<file path="src/rtl/nav_pkg.sv">
// Shared types and helpers for the navigation sequencer.
package nav_pkg;

  typedef enum logic [3:0] {
    StIdle       = 4'h0,
    StUs1        = 4'h1,
    StOrientTx   = 4'h2,
    StMoveWaitO  = 4'h3,
    StUs2        = 4'h4,
    StOrientCalc = 4'h5,
    StPathCalc   = 4'h6,
    StMoveWait   = 4'h7,
    StUs3        = 4'h8,
    StCheck      = 4'h9,
    StDone       = 4'hA,
    StFail       = 4'hB
  } nav_state_e;

  localparam logic ON  = 1'b1;
  localparam logic OFF = 1'b0;

  localparam int unsigned DefaultMoveDelayFactor = 27000000;
  localparam int unsigned TimerW                 = 34;
  // Locations are zero-extended to this width before slicing.
  localparam int unsigned LocMaxW                = 32;

  // Radial field of a location.
  function automatic logic [7:0] loc_r(input logic [LocMaxW-1:0] loc);
    return 8'(loc);
  endfunction

  // Theta sector field of a location.
  function automatic logic [LocMaxW-9:0] loc_theta(input logic [LocMaxW-1:0] loc);
    return loc[LocMaxW-1:8];
  endfunction

  // Absolute radial difference taken at 9 bits so it cannot wrap.
  function automatic logic within_tol(input logic [7:0] a, input logic [7:0] b,
                                      input logic [7:0] tol);
    logic [8:0] diff;
    diff = (a >= b) ? ({1'b0, a} - {1'b0, b}) : ({1'b0, b} - {1'b0, a});
    return diff <= {1'b0, tol};
  endfunction

endpackage

</file>
<file path="src/rtl/nav_sequencer_if.sv">
// Handshake bundle between the sequencer and its locator/orientation/path/IR helpers.
interface nav_sequencer_if #(
  parameter int unsigned LOC_W = 12,
  parameter int unsigned CMD_W = 12
);
  logic             us_start;
  logic             us_done;
  logic [LOC_W-1:0] rover_location;
  logic             orient_start;
  logic             orient_done;
  logic             path_start;
  logic             path_done;
  logic [CMD_W-1:0] path_command;
  logic [LOC_W-1:0] original_location;
  logic [LOC_W-1:0] updated_location;
  logic [CMD_W-1:0] move_command;
  logic             transmit_ir;

  modport master (
    output us_start, orient_start, path_start, original_location, updated_location,
           move_command, transmit_ir,
    input  us_done, rover_location, orient_done, path_done, path_command
  );

  modport slave (
    input  us_start, orient_start, path_start, original_location, updated_location,
           move_command, transmit_ir,
    output us_done, rover_location, orient_done, path_done, path_command
  );
endinterface

</file>
<file path="src/rtl/move_delay_timer.sv">
// Down-counter that times a rover move: loads factor * distance, counts to zero.
module move_delay_timer import nav_pkg::*; #(
  parameter int unsigned MOVE_DELAY_FACTOR = DefaultMoveDelayFactor
) (
  input  logic              clock,
  input  logic              reset,
  input  logic              clear_i,
  input  logic              load_i,
  input  logic              dec_i,
  input  logic [7:0]        dist_i,
  output logic [TimerW-1:0] value_o,
  output logic              zero_o
);

  logic [TimerW-1:0] timer_q, timer_d;
  logic [39:0]       prod;
  logic              unused_prod_hi;

  // Full-width product, truncated to the timer width.
  assign prod           = 40'(MOVE_DELAY_FACTOR) * 40'(dist_i);
  assign unused_prod_hi = ^prod[39:TimerW];

  // Next count: clear beats load beats decrement.
  always_comb begin
    timer_d = timer_q;
    if (clear_i) begin
      timer_d = '0;
    end else if (load_i) begin
      timer_d = prod[TimerW-1:0];
    end else if (dec_i && (timer_q != '0)) begin
      timer_d = timer_q - 1'b1;
    end
  end

  // Count register.
  always_ff @(posedge clock) begin
    if (reset) begin
      timer_q <= '0;
    end else begin
      timer_q <= timer_d;
    end
  end

  assign value_o = timer_q;
  assign zero_o  = (timer_q == '0);

endmodule

</file>
<file path="src/rtl/nav_sequencer.sv">
// Navigation loop controller: locate, probe move, locate, orient, path, move, locate, check.
// Optional watchdog on helper waits when NAV_TIMEOUT_EN is defined.
module nav_sequencer import nav_pkg::*; #(
  parameter int unsigned     LOC_W             = 12,
  parameter int unsigned     CMD_W             = 12,
  parameter int unsigned     MOVE_DELAY_FACTOR = DefaultMoveDelayFactor,
  parameter logic [CMD_W-1:0] ORIENT_STEP      = CMD_W'('h005),
  parameter logic [7:0]      R_TOL             = 8'd4,
  parameter int unsigned     MAX_ATTEMPTS      = 8,
  parameter int unsigned     TIMEOUT_CYC       = 32'd16777216
) (
  input  logic             clock,
  input  logic             reset,
  input  logic             enable,
  input  logic             abort,
  input  logic [LOC_W-1:0] target_location,
  nav_sequencer_if.master  bus,
  output logic             reached_target,
  output logic             failed,
  output logic             busy,
  output logic [7:0]       attempt,
  output logic [3:0]       state
);

  nav_state_e        state_q, state_d;
  logic [LOC_W-1:0]  target_q, target_d;
  logic [LOC_W-1:0]  orig_q, orig_d;
  logic [LOC_W-1:0]  upd_q, upd_d;
  logic [CMD_W-1:0]  move_cmd_q, move_cmd_d;
  logic              us_start_q, us_start_d;
  logic              orient_start_q, orient_start_d;
  logic              path_start_q, path_start_d;
  logic              transmit_q, transmit_d;
  logic              reached_q, reached_d;
  logic              failed_q, failed_d;
  logic [7:0]        attempt_q, attempt_d;

  logic              tmr_clear, tmr_load, tmr_dec, tmr_zero;
  logic [7:0]        tmr_dist;
  logic [TimerW-1:0] unused_tmr_value;
  logic              timeout, at_target, last_attempt;

  assign at_target = within_tol(loc_r(LocMaxW'(upd_q)), loc_r(LocMaxW'(target_q)), R_TOL) &&
                     (loc_theta(LocMaxW'(upd_q)) == loc_theta(LocMaxW'(target_q)));
  assign last_attempt = (32'(attempt_q) + 32'd1) == MAX_ATTEMPTS;

  move_delay_timer #(
    .MOVE_DELAY_FACTOR(MOVE_DELAY_FACTOR)
  ) u_timer (
    .clock   (clock),
    .reset   (reset),
    .clear_i (tmr_clear),
    .load_i  (tmr_load),
    .dec_i   (tmr_dec),
    .dist_i  (tmr_dist),
    .value_o (unused_tmr_value),
    .zero_o  (tmr_zero)
  );

  // Next state, registered pulses and operand latches.
  always_comb begin
    state_d        = state_q;
    target_d       = target_q;
    orig_d         = orig_q;
    upd_d          = upd_q;
    move_cmd_d     = move_cmd_q;
    attempt_d      = attempt_q;
    reached_d      = reached_q;
    failed_d       = failed_q;
    us_start_d     = OFF;
    orient_start_d = OFF;
    path_start_d   = OFF;
    transmit_d     = OFF;
    tmr_clear      = OFF;
    tmr_load       = OFF;
    tmr_dec        = OFF;
    tmr_dist       = 8'd0;

    if (abort && (state_q != StIdle)) begin
      state_d   = StIdle;
      tmr_clear = ON;
    end else begin
      case (state_q)
        StIdle: begin
          if (enable && !abort) begin
            target_d   = target_location;
            attempt_d  = 8'd0;
            reached_d  = OFF;
            failed_d   = OFF;
            us_start_d = ON;
            state_d    = StUs1;
          end
        end
        // A done in the same cycle as its start pulse is not accepted.
        StUs1: begin
          if (bus.us_done && !us_start_q) begin
            orig_d  = bus.rover_location;
            state_d = StOrientTx;
          end else if (timeout) begin
            failed_d = ON;
            state_d  = StFail;
          end
        end
        StOrientTx: begin
          move_cmd_d = ORIENT_STEP;
          transmit_d = ON;
          tmr_load   = ON;
          tmr_dist   = ORIENT_STEP[7:0];
          state_d    = StMoveWaitO;
        end
        StMoveWaitO: begin
          if (tmr_zero) begin
            us_start_d = ON;
            state_d    = StUs2;
          end else begin
            tmr_dec = ON;
          end
        end
        StUs2: begin
          if (bus.us_done && !us_start_q) begin
            upd_d          = bus.rover_location;
            orient_start_d = ON;
            state_d        = StOrientCalc;
          end else if (timeout) begin
            failed_d = ON;
            state_d  = StFail;
          end
        end
        StOrientCalc: begin
          if (bus.orient_done && !orient_start_q) begin
            path_start_d = ON;
            state_d      = StPathCalc;
          end else if (timeout) begin
            failed_d = ON;
            state_d  = StFail;
          end
        end
        StPathCalc: begin
          if (bus.path_done && !path_start_q) begin
            move_cmd_d = bus.path_command;
            transmit_d = ON;
            tmr_load   = ON;
            tmr_dist   = bus.path_command[7:0];
            state_d    = StMoveWait;
          end else if (timeout) begin
            failed_d = ON;
            state_d  = StFail;
          end
        end
        StMoveWait: begin
          if (tmr_zero) begin
            us_start_d = ON;
            state_d    = StUs3;
          end else begin
            tmr_dec = ON;
          end
        end
        StUs3: begin
          if (bus.us_done && !us_start_q) begin
            upd_d   = bus.rover_location;
            state_d = StCheck;
          end else if (timeout) begin
            failed_d = ON;
            state_d  = StFail;
          end
        end
        StCheck: begin
          if (at_target) begin
            reached_d = ON;
            state_d   = StDone;
          end else if (last_attempt) begin
            failed_d = ON;
            state_d  = StFail;
          end else begin
            attempt_d  = attempt_q + 8'd1;
            us_start_d = ON;
            state_d    = StUs1;
          end
        end
        StDone:  state_d = StIdle;
        StFail:  state_d = StIdle;
        default: state_d = StIdle;
      endcase
    end
  end

  // Sequencer state and output registers.
  always_ff @(posedge clock) begin
    if (reset) begin
      state_q        <= StIdle;
      target_q       <= '0;
      orig_q         <= '0;
      upd_q          <= '0;
      move_cmd_q     <= '0;
      attempt_q      <= 8'd0;
      reached_q      <= OFF;
      failed_q       <= OFF;
      us_start_q     <= OFF;
      orient_start_q <= OFF;
      path_start_q   <= OFF;
      transmit_q     <= OFF;
    end else begin
      state_q        <= state_d;
      target_q       <= target_d;
      orig_q         <= orig_d;
      upd_q          <= upd_d;
      move_cmd_q     <= move_cmd_d;
      attempt_q      <= attempt_d;
      reached_q      <= reached_d;
      failed_q       <= failed_d;
      us_start_q     <= us_start_d;
      orient_start_q <= orient_start_d;
      path_start_q   <= path_start_d;
      transmit_q     <= transmit_d;
    end
  end

`ifdef NAV_TIMEOUT_EN
  logic [31:0] wdog_q, wdog_d;

  assign timeout = (wdog_q + 32'd1) >= TIMEOUT_CYC;

  // Watchdog restarts on every state change.
  always_comb begin
    wdog_d = (state_d != state_q) ? 32'd0 : wdog_q + 32'd1;
  end

  // Watchdog register.
  always_ff @(posedge clock) begin
    if (reset) begin
      wdog_q <= 32'd0;
    end else begin
      wdog_q <= wdog_d;
    end
  end
`else
  logic [31:0] unused_timeout_cyc;

  assign timeout            = OFF;
  assign unused_timeout_cyc = TIMEOUT_CYC;
`endif

  assign bus.us_start          = us_start_q;
  assign bus.orient_start      = orient_start_q;
  assign bus.path_start        = path_start_q;
  assign bus.transmit_ir       = transmit_q;
  assign bus.move_command      = move_cmd_q;
  assign bus.original_location = orig_q;
  assign bus.updated_location  = upd_q;
  assign reached_target        = reached_q;
  assign failed                = failed_q;
  assign attempt               = attempt_q;
  assign busy                  = (state_q != StIdle);
  assign state                 = state_q;

endmodule

</file>
<file path="src/flat_wrapper.sv">
// flat-port wrapper written by rule: the top's interface ports become plain ports
module nav_sequencer_flat import nav_pkg::*;
#(
  parameter int unsigned     LOC_W             = 12,
  parameter int unsigned     CMD_W             = 12,
  parameter int unsigned     MOVE_DELAY_FACTOR = DefaultMoveDelayFactor,
  parameter logic [CMD_W-1:0] ORIENT_STEP      = CMD_W'('h005),
  parameter logic [7:0]      R_TOL             = 8'd4,
  parameter int unsigned     MAX_ATTEMPTS      = 8,
  parameter int unsigned     TIMEOUT_CYC       = 32'd16777216
)
  (clock, reset, enable, abort, target_location, reached_target, failed, busy, attempt, state, bus_us_start, bus_orient_start, bus_path_start, bus_original_location, bus_updated_location, bus_move_command, bus_transmit_ir, bus_us_done, bus_rover_location, bus_orient_done, bus_path_done, bus_path_command);
  nav_sequencer_if #(.LOC_W(LOC_W), .CMD_W(CMD_W)) bus_i ();
  input  logic clock;
  input  logic reset;
  input  logic enable;
  input  logic abort;
  input  logic [LOC_W-1:0] target_location;
  output logic reached_target;
  output logic failed;
  output logic busy;
  output logic [7:0] attempt;
  output logic [3:0] state;
  output wire logic [$bits(bus_i.us_start)-1:0] bus_us_start;
  output wire logic [$bits(bus_i.orient_start)-1:0] bus_orient_start;
  output wire logic [$bits(bus_i.path_start)-1:0] bus_path_start;
  output wire logic [$bits(bus_i.original_location)-1:0] bus_original_location;
  output wire logic [$bits(bus_i.updated_location)-1:0] bus_updated_location;
  output wire logic [$bits(bus_i.move_command)-1:0] bus_move_command;
  output wire logic [$bits(bus_i.transmit_ir)-1:0] bus_transmit_ir;
  input wire logic [$bits(bus_i.us_done)-1:0] bus_us_done;
  input wire logic [$bits(bus_i.rover_location)-1:0] bus_rover_location;
  input wire logic [$bits(bus_i.orient_done)-1:0] bus_orient_done;
  input wire logic [$bits(bus_i.path_done)-1:0] bus_path_done;
  input wire logic [$bits(bus_i.path_command)-1:0] bus_path_command;
  assign bus_us_start = bus_i.us_start;
  assign bus_orient_start = bus_i.orient_start;
  assign bus_path_start = bus_i.path_start;
  assign bus_original_location = bus_i.original_location;
  assign bus_updated_location = bus_i.updated_location;
  assign bus_move_command = bus_i.move_command;
  assign bus_transmit_ir = bus_i.transmit_ir;
  assign bus_i.us_done = bus_us_done;
  assign bus_i.rover_location = bus_rover_location;
  assign bus_i.orient_done = bus_orient_done;
  assign bus_i.path_done = bus_path_done;
  assign bus_i.path_command = bus_path_command;
  nav_sequencer #(.LOC_W(LOC_W), .CMD_W(CMD_W), .MOVE_DELAY_FACTOR(MOVE_DELAY_FACTOR), .ORIENT_STEP(ORIENT_STEP), .R_TOL(R_TOL), .MAX_ATTEMPTS(MAX_ATTEMPTS), .TIMEOUT_CYC(TIMEOUT_CYC)) u_core (.clock(clock), .reset(reset), .enable(enable), .abort(abort), .target_location(target_location), .bus(bus_i), .reached_target(reached_target), .failed(failed), .busy(busy), .attempt(attempt), .state(state));
endmodule
</file>
<file path="config.mk">
export PLATFORM = sky130hd
export DESIGN_NAME = nav_sequencer_flat
export DESIGN_NICKNAME = d
export VERILOG_FILES = /design/src/rtl/nav_pkg.sv /design/src/rtl/nav_sequencer_if.sv /design/src/rtl/move_delay_timer.sv /design/src/rtl/nav_sequencer.sv /design/src/flat_wrapper.sv
export SDC_FILE = /design/constraint.sdc
export NUM_CORES = 1
export LEC_CHECK = 0
export ABC_AREA = 1
export CAP_MARGIN = 20
export CORE_UTILIZATION = 45
export CTS_BUF_LIST = sky130_fd_sc_hd__clkbuf_4
export CTS_CLUSTER_SIZE = 28
export DETAILED_ROUTE_END_ITERATION = 8
export GPL_TIMING_DRIVEN = 0
export PLACE_DENSITY = 0.62
export REMOVE_ABC_BUFFERS = 1
export SETUP_SLACK_MARGIN = 0.5
export SYNTH_ARGS = -nofsm -noshare
export SYNTH_HDL_FRONTEND = slang
export SYNTH_SLANG_ARGS = --single-unit
</file>
<file path="constraint.sdc">
create_clock -name clock -period 6.8 [get_ports clock]
set_input_delay 0.68 -clock clock [delete_from_list [all_inputs] [get_ports clock]]
set_output_delay 0.68 -clock clock [all_outputs]
set_load 0.1 [all_outputs]
</file>
# [After elaboration in Yosys (flattened, before gate mapping)]
# Cells that the tools add are included.
[word_totals] register_bits=100 input_bits=43 output_inout_bits=55 elab_cells=124
[classes] addsub=5 multipliers=1 magnitude_cmp=2 eq_ne=23 n_mux=43 bitwise_logic=3 reduce_logical=33
[ops] cell="$mux W33" count=2
[ops] cell="$mux W4" count=10
[ops] cell="$mux W8" count=5
[ops] cell="$pmux W4 S10" count=1
[ops] cell="$logic_not A34 Y1" count=1
[ops] cell="$reduce_bool A34 Y1" count=1
[ops] cell="$sub A34 B1 Y34 const B" count=1
[ops] cell="$eq A32 B4 Y1 const B" count=1
[ops] cell="$pmux W8 S2" count=2
[ops] cell="$mul A19 B8 Y27 const A" count=1
[ops] cell="$pmux W12 S2" count=1
[ops] cell="$ne A2 B1 Y1 const B" count=10
[ops] cell="$sub A8 B8 Y9" count=2
[ops] cell="$eq A4 B3 Y1 const B" count=4
[ops] cell="$mux W1" count=16
[ops] cell="$mux W12" count=1
[ops] cell="$reduce_and A3 Y1" count=4
[ops] cell="$reduce_and A5 Y1" count=2
[ops] cell="$add A8 B1 Y9 const B" count=1
[ops] cell="$le A9 B3 Y1 const B" count=1
[ops] cell="$mux W9" count=1
[ops] cell="$reduce_or A3 Y1" count=3
[ops] cell="$add A8 B1 Y8 const B" count=1
[ops] cell="$eq A4 B2 Y1 const B" count=2
[ops] cell="16 further kinds" count=36

# [Depth between registers and ports, before layout]
# Gate-level depths: netlist (run 1).
[depth] ltp_word=7 ltp_mapped=32 mapped_depth_nobuf=31

# [Hierarchy]
# Synthesis (run 1) repeated with hierarchy kept, for this count alone.
[unflattened] hier_cells=1502 area_unflattened_um2=9485.3
[modules_own_cells] module="move_delay_timer" instances=1 cells_per_inst=901 area_per_inst_um2=5585.4
[modules_own_cells] module="nav_sequencer" instances=1 cells_per_inst=601 area_per_inst_um2=3900.0

# [Least setup slack after synthesis (run 1)]
# Ideal clock, no wire load.
[synth_path] kind="register -> register" start="register u_core.state_q[0] (netlist: u_core.state[0])" end="register u_core.u_timer.timer_q[31] (netlist: u_core.u_timer.value_o[31])" setup_time_ps=132 t_arrival_ps=6012 t_required_ps=6668 setup_slack_ps=656 stages_incl_launch_ff=28 n_path_buf=1 path_cell_list="dfxtp_1 buf_4 nor2_1 inv_1 nor2_2 nor2_2 nor2_1 inv_1 nor3_1 ha_1 inv_1 o21ai_0 fa_1 fa_1 inv_1 fa_1 inv_1 ha_1 a21oi_1 inv_1 o21ai_0 o211ai_1 nand2_1 nand3_1 nand2_1 a21oi_1 a21oi_1 a21oi_1"
[synth_between] elab_chain_len=6 elab_cells_between_ends=19
[synth_lines] item="start: declaration" line="nav_sequencer.sv:25" source="nav_state_e state_q, state_d;"
[synth_lines] item="start signal: assignment" line="nav_sequencer.sv:190" source="state_q <= StIdle;"
[synth_lines] item="start signal: assignment" line="nav_sequencer.sv:203" source="state_q <= state_d;"
[synth_lines] item="branches (longest 6 deep; another with $mul A19 B8 Y27)"
[synth_lines] item="end signal: assignment" line="move_delay_timer.sv:40" source="timer_q <= timer_d;"
[synth_lines] item="end: declaration" line="move_delay_timer.sv:15" source="logic [TimerW-1:0] timer_q, timer_d;"
# Several ways; the timed one is not identified.
# A chain may end at the register's enable or synchronous reset.

# [Final worst setup path (run 1)]
[layout_path] start="register u_core.state_q[2] (netlist: u_core.state[2])" end="register u_core.u_timer.timer_q[31] (netlist: u_core.u_timer.value_o[31])"
# The elaborated chain is that of the path after synthesis.

==> flow_summary.toml, run 1 <==
[global_route]
grt_max_degree = 42
gr-total-overflow = 0
antenna_found_initial = 1
globalRouteTotalUtil_pct = 24.7
grt_pass1_wl_mm = 38.8
grt_pass1_vias = 7744

[synth]
synth.distinct_cells = 41
yosysSeqAreaShare_pct = 23.1
syn_area_sq_mm = 0.00867
ys.warnings.count = 0
synthFlopType = "dfxtp_1"
ys_async_sr_fraction_pct = 0
syn_inst = 1288
syn_avg_cell_area_sq_um = 6.73
ys_ff_latch = 100
synth_edf_count = 0

[detailed_routing]
viasPerCell = 5.10
vias = 8252
routedWlPerCell_microns = 14.7
drc_errors = 0
drtAntennaViolNets = 0
drtPass1Iterations = 5
drt-met1-wl_mm = 11.3
routed_wl_mm = 23.8
initialDrtViolationCount = 386
route.met2.wl_mm = 11.3
top_layer_used = "met4"
wl_met3_microns = 836

[pwr]
vdd_ir_drop_max_uv = 153
p_leak_uw = 0.00496
totalPowerFinal_uw = 3030
p_per_area_mw_per_mm2 = 298

[critical_path]
r2r_end = "u_core.u_timer.value_o[31]$_SDFFE_PP0P_"
cp_data_required_time_ps = 7230
worstPathArrival_ps = 6350
setup.worst_path.start_class = "flop"
crit_start = "u_core.state[2]$_SDFFE_PP0P_"
r2r.worst_path.cells = 24
crit_path_end_kind = "flop"
crit_fanout = 8
reg2reg_slack_ps = 890
crit_type = "flop to flop"
endpoint = "u_core.u_timer.value_o[31]$_SDFFE_PP0P_"
r2r_start = "u_core.state[2]$_SDFFE_PP0P_"

[cells_and_area]
utilization_pct = 54.1
post_route_cells_drive_above_1_share_pct = 5.86
num-nets-final = 1536
area_growth_pct = 17.1
final_cells = 1617
design_area_sq_mm = 0.0102

[placement]
place_area_sq_mm = 0.00982
port_buffers = 97
hpwl_mm = 18.6
dp_cells = 1593
place_congestion = 0.979

[clocking]
cts_buffers = 9
cts_root_buf = "clkbuf_4"
cts_tree = "yes"
clkTransAtPathRegs_ps = 210
clkLatencyLatePin_ps = 530
cts_max_level = 3
clk_path_buf_depth = 2
cts.sinks = 100

[die]
die_height_microns = 141
io_pins = 98
fp-row-count = 50
core_area_sq_mm = 0.0188
die_area_sq_mm = 0.0198
die_w_microns = 141
start_util_pct = 46.2

[sta]
fin_crit_sh_pct = 87.0
setup_viol = 0
min_period_ps = 5910
finalSetupTns_ps = 0
slew_headroom_pct = 30.1
rsz0062_at_grt = "no"
drv_slew = 0
max_clock_freq_mhz = 169
worstMarginPinSlew_ps = 1040
skew_ps = 20.7
final-hold-violation-count = 0

[min_path]
hp-class = "flop to flop"
whs_path_depth = 2

[job]
maxCapViolations = 0

[status]
status = "complete, no violations"
## placed cells by master (no fill, tap or decap), drive strengths merged, types with 8 or more instances in the layout
cell type,n
a21oi,119
dfxtp,100
nor4,8
nor2,149
nand4,25
nand3,64
xnor2,17
xor2,26
nand2,250
nor3,18
fa,40
o21ai,77
clkbuf,9
clkdlybuf4s50,97
inv,254
ha,76
## worst min-delay path by stage
stage | from | endpoint | slack (ps)
after global routing | u_core.bus.original_location[2]$_SDFFE_PP0P_ | u_core.bus.original_location[2]$_SDFFE_PP0P_ | 470
after CTS | u_core.bus.orient_start$_SDFF_PP0_ | u_core.bus.path_start$_SDFF_PP0_ | 460
after detailed placement | u_core.bus.original_location[11]$_SDFFE_PP0P_ | u_core.bus.original_location[11]$_SDFFE_PP0P_ | 440
final | u_core.bus.original_location[0]$_SDFFE_PP0P_ | u_core.bus.original_location[0]$_SDFFE_PP0P_ | 460
after global placement | u_core.bus.original_location[8]$_SDFFE_PP0P_ | u_core.bus.original_location[8]$_SDFFE_PP0P_ | 430
after floorplan | u_core.u_timer.value_o[0]$_SDFFE_PP0P_ | u_core.u_timer.value_o[0]$_SDFFE_PP0P_ | 440
## power breakdown
part,internal [uW],switching (uW)
combinational,626,1320
sequential,670,61.7
clock,92.0,256
total,1390,1640
## what timing repair did
action                                  4_1_cts  5_1_grt
gates cloned                                  1        0
endpoints found under the hold margin         0        0
resized for setup                            10       25
pin swaps                                     0        1
setup buffers                                 1        4
hold buffers                                  0        0
endpoints found under the setup margin       21       17
## stage by stage
stage	setup slack (ps)	hold slack, ps
after detailed placement	-1400	437
after CTS	502	461
after floorplan	160	440
after global placement	-1840	432
final	885	457
after global routing	533	474
## flip-flops by register name, indices dropped and copies added (netlist names)
name / count
u_core.bus.transmit_ir: 1
u_core.attempt: 8
u_core.bus.move_command: 12
u_core.bus.original_location: 12
u_core.bus.us_start: 1
u_core.u_timer.value_o: 34
u_core.state: 4
u_core.bus.orient_start: 1
u_core.failed: 1
u_core.bus.path_start: 1
u_core.bus.updated_location: 12
u_core.reached_target: 1
u_core.target_q: 12
## worst max-delay path, stage by stage, from the launching register on
cell,delay [ps]
dfxtp_4,430
inv_1,60
nor2_2,160
nand2_2,190
inv_1,360
nand2_1,170
nor2_4,190
inv_1,140
fa_1,600
inv_1,120
fa_1,530
fa_1,560
inv_1,60
fa_1,500
inv_1,40
ha_1,380
a21oi_2,240
inv_1,50
o21ai_0,160
o211ai_1,150
nand2_1,110
nand4_1,100
a21oi_1,310
a21oi_1,70
a21oi_1,150
## Yosys cell counts, drive strengths merged, types with 3 or more instances
library cell	number	share of area [%]
a211oi	4	0.35
a21oi	119	6.9
a31oi	7	0.51
buf	7	0.58
clkbuf	20	0.87
dfxtp	100	23
fa	40	9.2
ha	76	11
inv	251	11
nand2	250	11
nand3	64	3.8
nand4	25	1.9
nor2	149	6.7
nor3	18	1.3
nor4	8	0.58
o211ai	4	0.35
o21ai	77	4.4
o21bai	4	0.35
o221ai	3	0.30
or2	7	0.51
xnor2	17	1.7
xor2	26	2.6
## routing by layer
metal  up-vias  global-route usage [%]
met5         -                       0
met4         0                    5.84
met3        19                    3.33
met2       158                    43.4
met1      3789                    32.0
li1       4286                       -
## cells by family after synthesis
family / Yosys count / synth area share [%]
buffers and inverters: 278 / 12.3
adders and majority gates: 116 / 20.2
DFF: 100 / 23.1
xor gates and xnor gates: 43 / 4.35
and+or+nand+nor: 523 / 25.9
AOI/OAI and AO/OA: 228 / 14.1
## cell type report
type                    count  area [sq um]
flip-flops and latches    100          2010
clock buffers               9          67.6
repair inverters            1          5.00
well taps                 234           293
diodes                      1          2.50
multi-input cells         910          5690
fillers                  1904          8620
repair buffers            104          1050
inverters                 251           946
clock inverters             7          86.3
Note: power is estimated with default switching activity, not from simulation.
==> run 2, diff against run 1 <==
--- a/config.mk
+++ b/config.mk
@@ -11,6 +11,7 @@
 export CTS_BUF_LIST = sky130_fd_sc_hd__clkbuf_4
 export CTS_CLUSTER_SIZE = 28
 export DETAILED_ROUTE_END_ITERATION = 8
+export GPL_ROUTABILITY_DRIVEN = 0
 export GPL_TIMING_DRIVEN = 0
 export PLACE_DENSITY = 0.62
 export REMOVE_ABC_BUFFERS = 1
==> run 2 against run 1 <==
Effect of this change:
- critical path depth rose by 5
- highest routed layer unchanged
- critical path type unchanged
- combinational power barely moved
- maximum frequency rose by 1.7%
- register-to-register slack improved by 98 ps
- first-iteration DRC count rose by 6.2%
- flip-flop and latch count did not move
==> flow_summary.toml, run 2 (synthesized netlist as in run 1, its figures left out) <==
[status]
status = "complete, no violations"

[clocking]
cts.sinks = 100
clkLatencyLatePin_ps = 510
cts_buffers = 9
clkTransAtPathRegs_ps = 210
cts_root_buf = "clkbuf_4"
cts_max_level = 3
clk_path_buf_depth = 2
hold_buffers = 0
cts_tree = "yes"

[critical_path]
cp_data_required_time_ps = 7250
crit_type = "flop to flop"
cpMostUsedCell = "inv_1"
endpoint = "u_core.u_timer.value_o[20]$_SDFFE_PP0P_"
cp_slowest_cell = "fa_1"
worstPathArrival_ps = 6270
crit_path_end_kind = "flop"
r2r.worst_path.cells = 29
critPathTopFamily = "adder cells"
setup.worst_path.start_class = "flop"
crit_cells = 29
reg2reg_slack_ps = 980
crit_fanout = 13
r2r_end = "u_core.u_timer.value_o[20]$_SDFFE_PP0P_"
cpPeakStageDelay_ps = 550
crit_start = "u_core.state[2]$_SDFFE_PP0P_"
r2r_start = "u_core.state[2]$_SDFFE_PP0P_"
crit_buf_inv = 9

[job]
maxCapViolations = 0

[detailed_routing]
drtPass1Iterations = 5
drtAntennaViolNets = 0
routed_wl_mm = 23.9
viasPerCell = 5.18
routedWlPerCell_microns = 14.8
initialDrtViolationCount = 410
drc_errors = 0
vias = 8377

[pwr]
p_per_area_mw_per_mm2 = 299
p_leak_uw = 0.00498
vdd_ir_drop_max_uv = 182
totalPowerFinal_uw = 3040

[global_route]
grt_pass1_wl_mm = 39.3
antenna_found_initial = 1
grt_max_degree = 42
grt_pass1_vias = 8009
gr-total-overflow = 0
globalRouteTotalUtil_pct = 24.8

[sta]
drv_slew = 0
max_clock_freq_mhz = 172
min_period_ps = 5820
finalSetupTns_ps = 0
skew_ps = 26.2
final-hold-violation-count = 0
setup_viol = 0
fin_crit_sh_pct = 85.5
worstMarginPinSlew_ps = 1020
finalWorstSetupSlack_ps = 983
rsz0062_at_grt = "yes"
slew_headroom_pct = 31.9

[min_path]
hp-class = "flop to flop"

[cells_and_area]
largest_reg_flops = 34
final_cell_mix = "nand2_1, inv_1, nor2_1"
fillers = 1909
post_route_cells_drive_above_1_share_pct = 5.57
num-nets-final = 1537
final_common_cell = "nand2_1"
final_cells = 1618
area_growth_pct = 17.4

[die]
io_pins = 98
die_height_microns = 141
start_util_pct = 46.2
core_area_sq_mm = 0.0188
die_w_microns = 141
fp-row-count = 50
die_area_sq_mm = 0.0198

[placement]
dp_cells = 1593
port_buffers = 97
hpwl_mm = 18.6
dp_slack_ps = -1310
run 2: cell count changes in the layout (fill, tap and decap cells not counted), sizes merged:
cell    change
clkinv      +1
inv         -1
buf         +1
run 2: how the worst min path moves through the flow:
| stage | to | startpoint | cells after the start |
|---|---|---|---|
| after floorplan | u_core.u_timer.value_o[0]$_SDFFE_PP0P_ | u_core.u_timer.value_o[0]$_SDFFE_PP0P_ | 2 |
| after global placement | u_core.bus.original_location[8]$_SDFFE_PP0P_ | u_core.bus.original_location[8]$_SDFFE_PP0P_ | 2 |
| after detailed placement | u_core.bus.path_start$_SDFF_PP0_ | u_core.bus.orient_start$_SDFF_PP0_ | 1 |
| after CTS | u_core.bus.original_location[11]$_SDFFE_PP0P_ | u_core.bus.original_location[11]$_SDFFE_PP0P_ | 2 |
| after global routing | u_core.bus.original_location[6]$_SDFFE_PP0P_ | u_core.bus.original_location[6]$_SDFFE_PP0P_ | 2 |
| final | u_core.bus.original_location[11]$_SDFFE_PP0P_ | u_core.bus.original_location[11]$_SDFFE_PP0P_ | 2 |
run 2: per-layer routing:
layer  GRT usage (%)  share of wire, %
met1            32.4                47
met2            42.1                46
met3            2.99               4.3
met4            9.32               2.7
met5               0                 0
run 2: final cells by class:
cell class              instances  area, sq um  share of cell area, %
multi-input cells             910         5700                   56.0
flip-flops and latches        100         2010                   19.8
repair buffers                105         1060                   10.4
inverters                     251          946                   9.30
well taps                     234          293                   2.88
clock inverters                 7         91.3                  0.898
clock buffers                   9         67.6                  0.664
repair inverters                1         5.00                 0.0492
diodes                          1         2.50                 0.0246
run 2: per-stage QoR:
stage / utilization [%] / area, sq um / hold slack (ps)
floorplan: - / 8540 / 440
global route: 54.2 / 10200 / 477
finish: 54.2 / 10200 / 456
global placement: 52.2 / 9810 / 432
CTS: 53.4 / 10000 / 462
detailed placement: 52.3 / 9820 / 432
run 2: report_power, final:
part           total [uW]  internal, uW  switching [uW]
Combinational        1960           628            1330
Sequential            732           671            61.9
Clock                 351          92.5             258
run 2: what timing repair did:
| item | in CTS | in global routing |
|---|---|---|
| endpoints found under the hold margin | 0 | 0 |
| setup endpoints to repair | 21 | 17 |
| pin swaps | 0 | 2 |
| resized for setup | 11 | 23 |
| cloned | 1 | 0 |
| buffers inserted | 1 | 5 |
run 2: worst min-delay path, delay by kind of cell, from the launching register on:
| family | cells | cell delay [ps] |
|---|---|---|
| AOI/OAI and AO/OA | 1 | 50 |
| buffers and inverters | 1 | 40 |
| DFF | 1 | 350 |
